===== config.mk =====
export PLATFORM = sky130hd
export DESIGN_NAME = mac_requant_deser
export DESIGN_NICKNAME = d
export VERILOG_FILES = /design/src/rtl/mac_pkg.sv /design/src/rtl/mac_sync_fifo.sv /design/src/rtl/mac_requant_deser.sv
export SDC_FILE = /design/constraint.sdc
export NUM_CORES = 1
export LEC_CHECK = 0
export ABC_AREA = 1
export CAP_MARGIN = 10
export CORE_ASPECT_RATIO = 1.5
export CORE_MARGIN = 5
export CORE_UTILIZATION = 55
export DETAILED_ROUTE_END_ITERATION = 7
export GPL_ROUTABILITY_DRIVEN = 0
export PLACE_DENSITY = 0.7
export SLEW_MARGIN = 40
export SYNTH_ARGS = -nofsm -noshare
export SYNTH_HDL_FRONTEND = slang
export SYNTH_HIERARCHICAL = 1
export SYNTH_SLANG_ARGS = --single-unit

===== constraint.sdc =====
create_clock -name clk -period 11.6 [get_ports clk]
set_clock_uncertainty 0.15 [all_clocks]
set_input_delay 1.74 -clock clk [delete_from_list [all_inputs] [get_ports clk]]
set_output_delay 1.74 -clock clk [all_outputs]
set_load 0.03 [all_outputs]

===== src/rtl/mac_pkg.sv =====
// rtl/mac_pkg.sv - shared widths, int8 limits and assembly states for the MAC requant stage
package mac_pkg;
  localparam int ACC_W    = 32;
  localparam int BYTE_W   = 8;
  localparam int INT8_MAX = 127;
  localparam int INT8_MIN = -128;

  typedef enum logic [1:0] {
    ST_IDLE = 2'd0,
    ST_B1   = 2'd1,
    ST_B2   = 2'd2,
    ST_B3   = 2'd3
  } asm_state_e;
endpackage


===== src/rtl/mac_sync_fifo.sv =====
// rtl/mac_sync_fifo.sv - DEPTH x W synchronous FIFO with occupancy count; head reads 0 when empty
module mac_sync_fifo #(
  parameter int DEPTH = 2,
  parameter int W     = 8,
  localparam int PW   = $clog2(DEPTH),
  localparam int CW   = $clog2(DEPTH + 1)
) (
  input  logic          clk,
  input  logic          rst_n,
  input  logic          push,
  input  logic [W-1:0]  wdata,
  input  logic          pop,
  output logic [W-1:0]  rdata,
  output logic          not_empty,
  output logic [CW-1:0] cnt
);
  logic [W-1:0]  mem [DEPTH];
  logic [PW-1:0] wptr;
  logic [PW-1:0] rptr;

  // DEPTH is a power of two, so the pointers wrap naturally
  always_ff @(posedge clk) begin
    if (!rst_n) begin
      wptr <= '0;
      rptr <= '0;
      cnt  <= '0;
      for (int i = 0; i < DEPTH; i++) mem[i] <= '0;
    end else begin
      if (push) begin
        mem[wptr] <= wdata;
        wptr      <= wptr + PW'(1);
      end
      if (pop) rptr <= rptr + PW'(1);
      case ({push, pop})
        2'b10:   cnt <= cnt + CW'(1);
        2'b01:   cnt <= cnt - CW'(1);
        default: cnt <= cnt;
      endcase
    end
  end

  assign not_empty = (cnt != '0);
  assign rdata     = not_empty ? mem[rptr] : '0;

  assert property (@(posedge clk) disable iff (!rst_n) !(push && cnt == CW'(DEPTH)));
  assert property (@(posedge clk) disable iff (!rst_n) !(pop && cnt == '0));
endmodule


===== src/rtl/mac_requant_deser.sv =====
// rtl/mac_requant_deser.sv - reassembles byte-serial accumulators, requantises to int8, queues results
module mac_requant_deser #(
  parameter int ACC_W   = mac_pkg::ACC_W,
  parameter int SHIFT_W = 5,
  parameter int DEPTH   = 2
) (
  input  logic                       clk,
  input  logic                       rst_n,
  input  logic                       cfg_we,
  input  logic [SHIFT_W-1:0]         cfg_shift,
  input  logic                       cfg_relu,
  input  logic                       in_valid,
  input  logic                       in_first,
  input  logic [7:0]                 in_data,
  output logic                       in_ready,
  output logic                       out_valid,
  output logic [7:0]                 out_data,
  input  logic                       out_ready,
  output logic                       frame_err,
  output logic [$clog2(DEPTH+1)-1:0] fifo_cnt
);
  import mac_pkg::*;

  localparam int HI_W = ACC_W - BYTE_W;

  asm_state_e          state;
  logic [HI_W-1:0]     acc_hi;
  logic [ACC_W-1:0]    word_reg;
  logic                word_valid;
  logic [SHIFT_W-1:0]  shift_q;
  logic                relu_q;
  logic                accept;
  logic signed [ACC_W:0] x_ext;
  logic signed [ACC_W:0] bias;
  logic signed [ACC_W:0] y_wide;
  logic [BYTE_W-1:0]   act;

  // Counting the word register against DEPTH guarantees it can always drain next edge
  assign in_ready = (int'(fifo_cnt) + int'(word_valid)) < DEPTH;
  assign accept   = in_valid & in_ready;

  always_ff @(posedge clk) begin
    if (!rst_n) begin
      state      <= ST_IDLE;
      acc_hi     <= '0;
      word_reg   <= '0;
      word_valid <= 1'b0;
      shift_q    <= '0;
      relu_q     <= 1'b0;
      frame_err  <= 1'b0;
    end else begin
      if (cfg_we) begin
        shift_q <= cfg_shift;
        relu_q  <= cfg_relu;
      end
      word_valid <= 1'b0;
      if (accept) begin
        if (in_first) begin
          if (state != ST_IDLE) frame_err <= 1'b1;
          acc_hi[2*BYTE_W +: BYTE_W] <= in_data;
          state <= ST_B1;
        end else begin
          case (state)
            ST_IDLE: frame_err <= 1'b1;
            ST_B1: begin
              acc_hi[BYTE_W +: BYTE_W] <= in_data;
              state <= ST_B2;
            end
            ST_B2: begin
              acc_hi[0 +: BYTE_W] <= in_data;
              state <= ST_B3;
            end
            default: begin
              word_reg   <= {acc_hi, in_data};
              word_valid <= 1'b1;
              state      <= ST_IDLE;
            end
          endcase
        end
      end
    end
  end

  // 33-bit rounding shift: the half-LSB bias cannot overflow a 32-bit signed input
  always_comb begin
    x_ext = $signed({word_reg[ACC_W-1], word_reg});
    if (relu_q && word_reg[ACC_W-1]) x_ext = '0;
    bias = '0;
    if (shift_q != '0) bias = $signed((ACC_W+1)'(1) << (shift_q - SHIFT_W'(1)));
    y_wide = (x_ext + bias) >>> shift_q;
    if (y_wide > INT8_MAX)      act = BYTE_W'(INT8_MAX);
    else if (y_wide < INT8_MIN) act = BYTE_W'(INT8_MIN);
    else                        act = y_wide[BYTE_W-1:0];
  end

  mac_sync_fifo #(
    .DEPTH (DEPTH),
    .W     (BYTE_W)
  ) u_fifo (
    .clk       (clk),
    .rst_n     (rst_n),
    .push      (word_valid),
    .wdata     (act),
    .pop       (out_valid & out_ready),
    .rdata     (out_data),
    .not_empty (out_valid),
    .cnt       (fifo_cnt)
  );
endmodule

==> report_table.html <==
<table>
<tr><th>Metric</th><th>Value</th></tr>
<tr><th colspan="2">Timing</th></tr>
<tr><td>Number of endpoints failing setup at the final stage</td><td>0</td></tr>
<tr><td>Unrepaired setup endpoints after global routing</td><td>false</td></tr>
<tr><td>Achievable clock frequency</td><td>187 MHz</td></tr>
<tr><td>Final critical-path share of the clock period</td><td>46.1%</td></tr>
<tr><td>Relative slew margins</td><td>48.0%</td></tr>
<tr><td>Setup TNS after final layout</td><td>0 ns</td></tr>
<tr><td>Min Clock Period, post-route</td><td>5.35 ns</td></tr>
<tr><td>Final number of max-transition violations</td><td>0</td></tr>
<tr><td>Hold violation count in the final report</td><td>0</td></tr>
<tr><td>Final hold slack</td><td>0.302 ns</td></tr>
<tr><td>Slew @ Worst Pin</td><td>0.778 ns</td></tr>
<tr><th colspan="2">Worst setup path</th></tr>
<tr><td>Crit-path max cell delay</td><td>0.40 ns</td></tr>
<tr><td>Startpoint of the worst-slack reg-to-reg timing path</td><td>shift_q[0]$_SDFFE_PN0P_</td></tr>
<tr><td>Endpoint arrival time on the critical path</td><td>5.29 ns</td></tr>
<tr><td>Sum of buffers and inverters on the critical path</td><td>8</td></tr>
<tr><td>Origin of the worst setup path</td><td>shift_q[0]$_SDFFE_PN0P_</td></tr>
<tr><td>Required time worst endpoint</td><td>11.54 ns</td></tr>
<tr><td>Crit Path Category</td><td>flip-flop to flip-flop</td></tr>
<tr><td>Critical Path Sink Type</td><td>flip-flop</td></tr>
<tr><td>Startpoint type of the worst setup path</td><td>flip-flop</td></tr>
<tr><td>Crit-path slowest cell</td><td>fa_1</td></tr>
<tr><td>Most frequent CP cell</td><td>nand2_1</td></tr>
<tr><td>Largest delay share family, worst path</td><td>simple AND/OR/NAND/NOR gates</td></tr>
<tr><td>Maximum fanout count along the critical path</td><td>40</td></tr>
<tr><th colspan="2">Synthesis</th></tr>
<tr><td>Seq/Total Area, Yosys</td><td>21.8%</td></tr>
<tr><td>Count of synthesis-stage warnings from yosys</td><td>6</td></tr>
<tr><td>Async SR Flop Fraction</td><td>0%</td></tr>
<tr><td>Cell with the most instances after synthesis</td><td>nand2_1</td></tr>
<tr><td>Area fraction of the dominant cell type after synthesis</td><td>20.7%</td></tr>
<tr><td>Post-synthesis register bit count</td><td>87</td></tr>
<tr><td>Most frequently used flop master after synthesis</td><td>dfxtp_1</td></tr>
<tr><td>Largest area contributor in the netlist</td><td>nand2_1</td></tr>
<tr><td>Number of library cell types mapped by synthesis</td><td>38</td></tr>
<tr><td>EDFF count, synth</td><td>16</td></tr>
<tr><td>Net count after synthesis</td><td>1640</td></tr>
<tr><td>Average instance area after synthesis</td><td>5.53 µm²</td></tr>
<tr><td>Synth top cells by count</td><td>nand2_1 (482), nand3_1 (275), inv_1 (221), nor2_1 (181), a21oi_1 (75)</td></tr>
<tr><td>Main area contributors after synthesis</td><td>nand2_1 (21%), dfxtp_1 (16%), nand3_1 (16%), inv_1 (9.5%), nor2_1 (7.8%)</td></tr>
<tr><td>Cell count after synthesis</td><td>1581</td></tr>
<tr><td>Cell Area, Synth</td><td>0.00874 mm²</td></tr>
<tr><th colspan="2">Layout</th></tr>
<tr><td>Ant diodes</td><td>0</td></tr>
<tr><td>Flip-flop count of the largest register, all copies and words added</td><td>32</td></tr>
<tr><td>Layout net count</td><td>1633</td></tr>
<tr><td>Number of filler instances in the final layout</td><td>1711</td></tr>
<tr><td>Final instance count without filler cells</td><td>1782</td></tr>
<tr><td>Area added between synthesis and finish</td><td>8.00%</td></tr>
<tr><td>Post-Layout Inst Area</td><td>0.00944 mm²</td></tr>
<tr><td>Proportion of layout cells with a drive suffix above 1</td><td>5.07%</td></tr>
<tr><th colspan="2">Status</th></tr>
<tr><td>Run status</td><td>completed</td></tr>
<tr><th colspan="2">CTS</th></tr>
<tr><td>Worst-Skew Late Latency</td><td>0.35 ns</td></tr>
<tr><td>Clock tree buffer depth</td><td>2</td></tr>
<tr><td>TritonCTS clock tree</td><td>done</td></tr>
<tr><td>Number of instances resized during post-cts repair</td><td>0</td></tr>
<tr><td>Number of H-tree levels</td><td>3</td></tr>
<tr><td>Clk slew on worst S/H paths</td><td>0.07 ns</td></tr>
<tr><td>Clock tree sinks</td><td>87</td></tr>
<tr><td>Hold_buf cts</td><td>0</td></tr>
<tr><td>Post-CTS Setup Repair Bufs</td><td>0</td></tr>
<tr><td>Number of buffers created by CTS</td><td>9</td></tr>
<tr><td>Clock Tree Root</td><td>clkbuf_16</td></tr>
<tr><th colspan="2">Detailed routing</th></tr>
<tr><td>Via Count</td><td>9643</td></tr>
<tr><td>Post-DR wirelength/cell</td><td>15.1 µm</td></tr>
<tr><td>Final WL</td><td>27.0 mm</td></tr>
<tr><td>First-pass DRT Iterations</td><td>6</td></tr>
<tr><td>Remaining antenna violation count</td><td>0</td></tr>
<tr><td>DRC violation count after routing</td><td>0</td></tr>
<tr><td>Detailed-route vias per instance</td><td>5.41</td></tr>
<tr><td>Iteration-0 DRC count of the detailed router</td><td>740</td></tr>
<tr><th colspan="2">Power</th></tr>
<tr><td>Ratio of total power to cell area</td><td>84.1 mW/mm²</td></tr>
<tr><td>Logic gate share of total power</td><td>22.4%</td></tr>
<tr><td>Proportion of power drawn by the clock network</td><td>37.7%</td></tr>
<tr><td>Sequential fraction of design power</td><td>39.9%</td></tr>
<tr><td>Leakage power summed over all cells</td><td>4.92 nW</td></tr>
<tr><td>Internal Power</td><td>0.545 mW</td></tr>
<tr><td>Peak supply drop</td><td>0.0719 mV</td></tr>
<tr><td>Share of total power consumed by net switching</td><td>31.4%</td></tr>
<tr><td>Power dissipated by switching net loads</td><td>0.250 mW</td></tr>
<tr><th colspan="2">GRT</th></tr>
<tr><td>Largest net degree at the start of global routing</td><td>65</td></tr>
<tr><td>Via count of the first global-routing pass</td><td>9027</td></tr>
<tr><td>GRT Util Overall</td><td>29.5%</td></tr>
<tr><td>Overflow left after global routing</td><td>0</td></tr>
<tr><td>Initial antenna violation count</td><td>0</td></tr>
<tr><td>First-pass GRT wire length</td><td>43.7 mm</td></tr>
<tr><th colspan="2">Job</th></tr>
<tr><td>Number of maximum-capacitance violations</td><td>0</td></tr>
<tr><th colspan="2">Die</th></tr>
<tr><td>Total Die Area</td><td>0.0186 mm²</td></tr>
<tr><td># IOs</td><td>33</td></tr>
<tr><td>Initial core utilization</td><td>56.0%</td></tr>
<tr><td>Row cnt</td><td>56</td></tr>
<tr><td>Die height</td><td>164 µm</td></tr>
<tr><td>Placeable core area</td><td>0.0156 mm²</td></tr>
<tr><td>Width of the die</td><td>113 µm</td></tr>
<tr><th colspan="2">Worst hold path</th></tr>
<tr><td>Worst min-delay path category</td><td>flip-flop to flip-flop</td></tr>
<tr><td>Start point of the worst hold path</td><td>word_reg[18]$_SDFFE_PN0P_</td></tr>
<tr><th colspan="2">Placement</th></tr>
<tr><td>Post-detailed-placement cell area</td><td>0.00914 mm²</td></tr>
<tr><td>Placed Cells</td><td>1766</td></tr>
<tr><td>HPWL reported at the end of detailed placement</td><td>21.8 mm</td></tr>
<tr><td>Port buffer count</td><td>32</td></tr>
</table>
-- worst reg2reg max path: cells and delay by family (launching register included) --
| family | cells | cell delay, ns |
|---|---|---|
| flip-flops | 1 | 0.31 |
| AND/OR/NAND/NOR | 24 | 2.90 |
| buffers and inverters | 8 | 1.18 |
| adder cells (fa/ha/maj) | 2 | 0.55 |
-- power by group through the flow --
stage	Combinational [mW]	Clock, mW	Sequential [mW]
6_report	0.178	0.300	0.317
5_1_grt	0.200	0.319	0.318
2_1_floorplan	0.128	0	0.324
4_1_cts	0.176	0.305	0.317
3_3_place_gp	0.174	0	0.324
3_5_place_dp	0.175	0	0.324
-- area by class of cell --
cell class / instances / area (µm²) / share of cell area, %
repair buffers: 42 / 390 / 4.13
multi-input cells: 1202 / 5730 / 60.6
flip-flops and latches: 87 / 1900 / 20.1
well taps: 203 / 254 / 2.69
inverters: 232 / 872 / 9.24
clock buffers: 12 / 246 / 2.61
clock inverters: 4 / 52.6 / 0.557
-- metrics by stage --
stage | power (mW) | util, % | setup slack, ns
after floorplan | 0.452 | - | 7.15
after global placement | 0.498 | 58.5 | 5.71
after detailed placement | 0.499 | 58.5 | 5.61
after CTS | 0.798 | 60.4 | 5.61
after global routing | 0.836 | 60.4 | 5.73
final | 0.794 | 60.4 | 6.25
-- worst paths after layout --
path / endpoint / slack, ns / cells after the start
worst min-delay path: word_reg[18]$_SDFFE_PN0P_ / 0.30 / 2
worst min register to register: word_reg[18]$_SDFFE_PN0P_ / 0.30 / 2
worst max-delay path: u_fifo/mem[1][3]$_SDFFCE_PN0P_ / 6.25 / 34
worst max register to register: u_fifo/mem[1][3]$_SDFFCE_PN0P_ / 6.25 / 34
-- layer usage --
metal / vias to the layer above / GRT usage (%) / share of wire (%)
met1: 4215 / 31.5 / 38
li1: 5004 / - / -
met2: 297 / 53.5 / 51
met4: 0 / 21.7 / 8.3
met5: - / 0 / 0
met3: 127 / 2.90 / 3.4
-- cells by family after synthesis --
group	count (synthesis)	share of synthesized area (%)
other	1	0.0429
buffers and inverters	292	12.8
xor gates and xnor gates	12	1.20
AOI/OAI and AO/OA	153	9.09
adders and majority gates	39	5.67
muxes	1	0.114
DFF	87	21.8
and+or+nand+nor	996	49.3
-- cell usage in the layout, fill, tap and decap left out, drive strengths merged, types with 9 or more instances in the layout --
master and instances:
nand2 501, nand3 289, inv 228, nor2 192, a21oi 77, dfxtp 71
o21ai 67, ha 38, clkdlybuf4s50 31, edfxtp 16, clkbuf 12, buf 11
xor2 9
No activity file was read; power rests on OpenSTA's default activity.
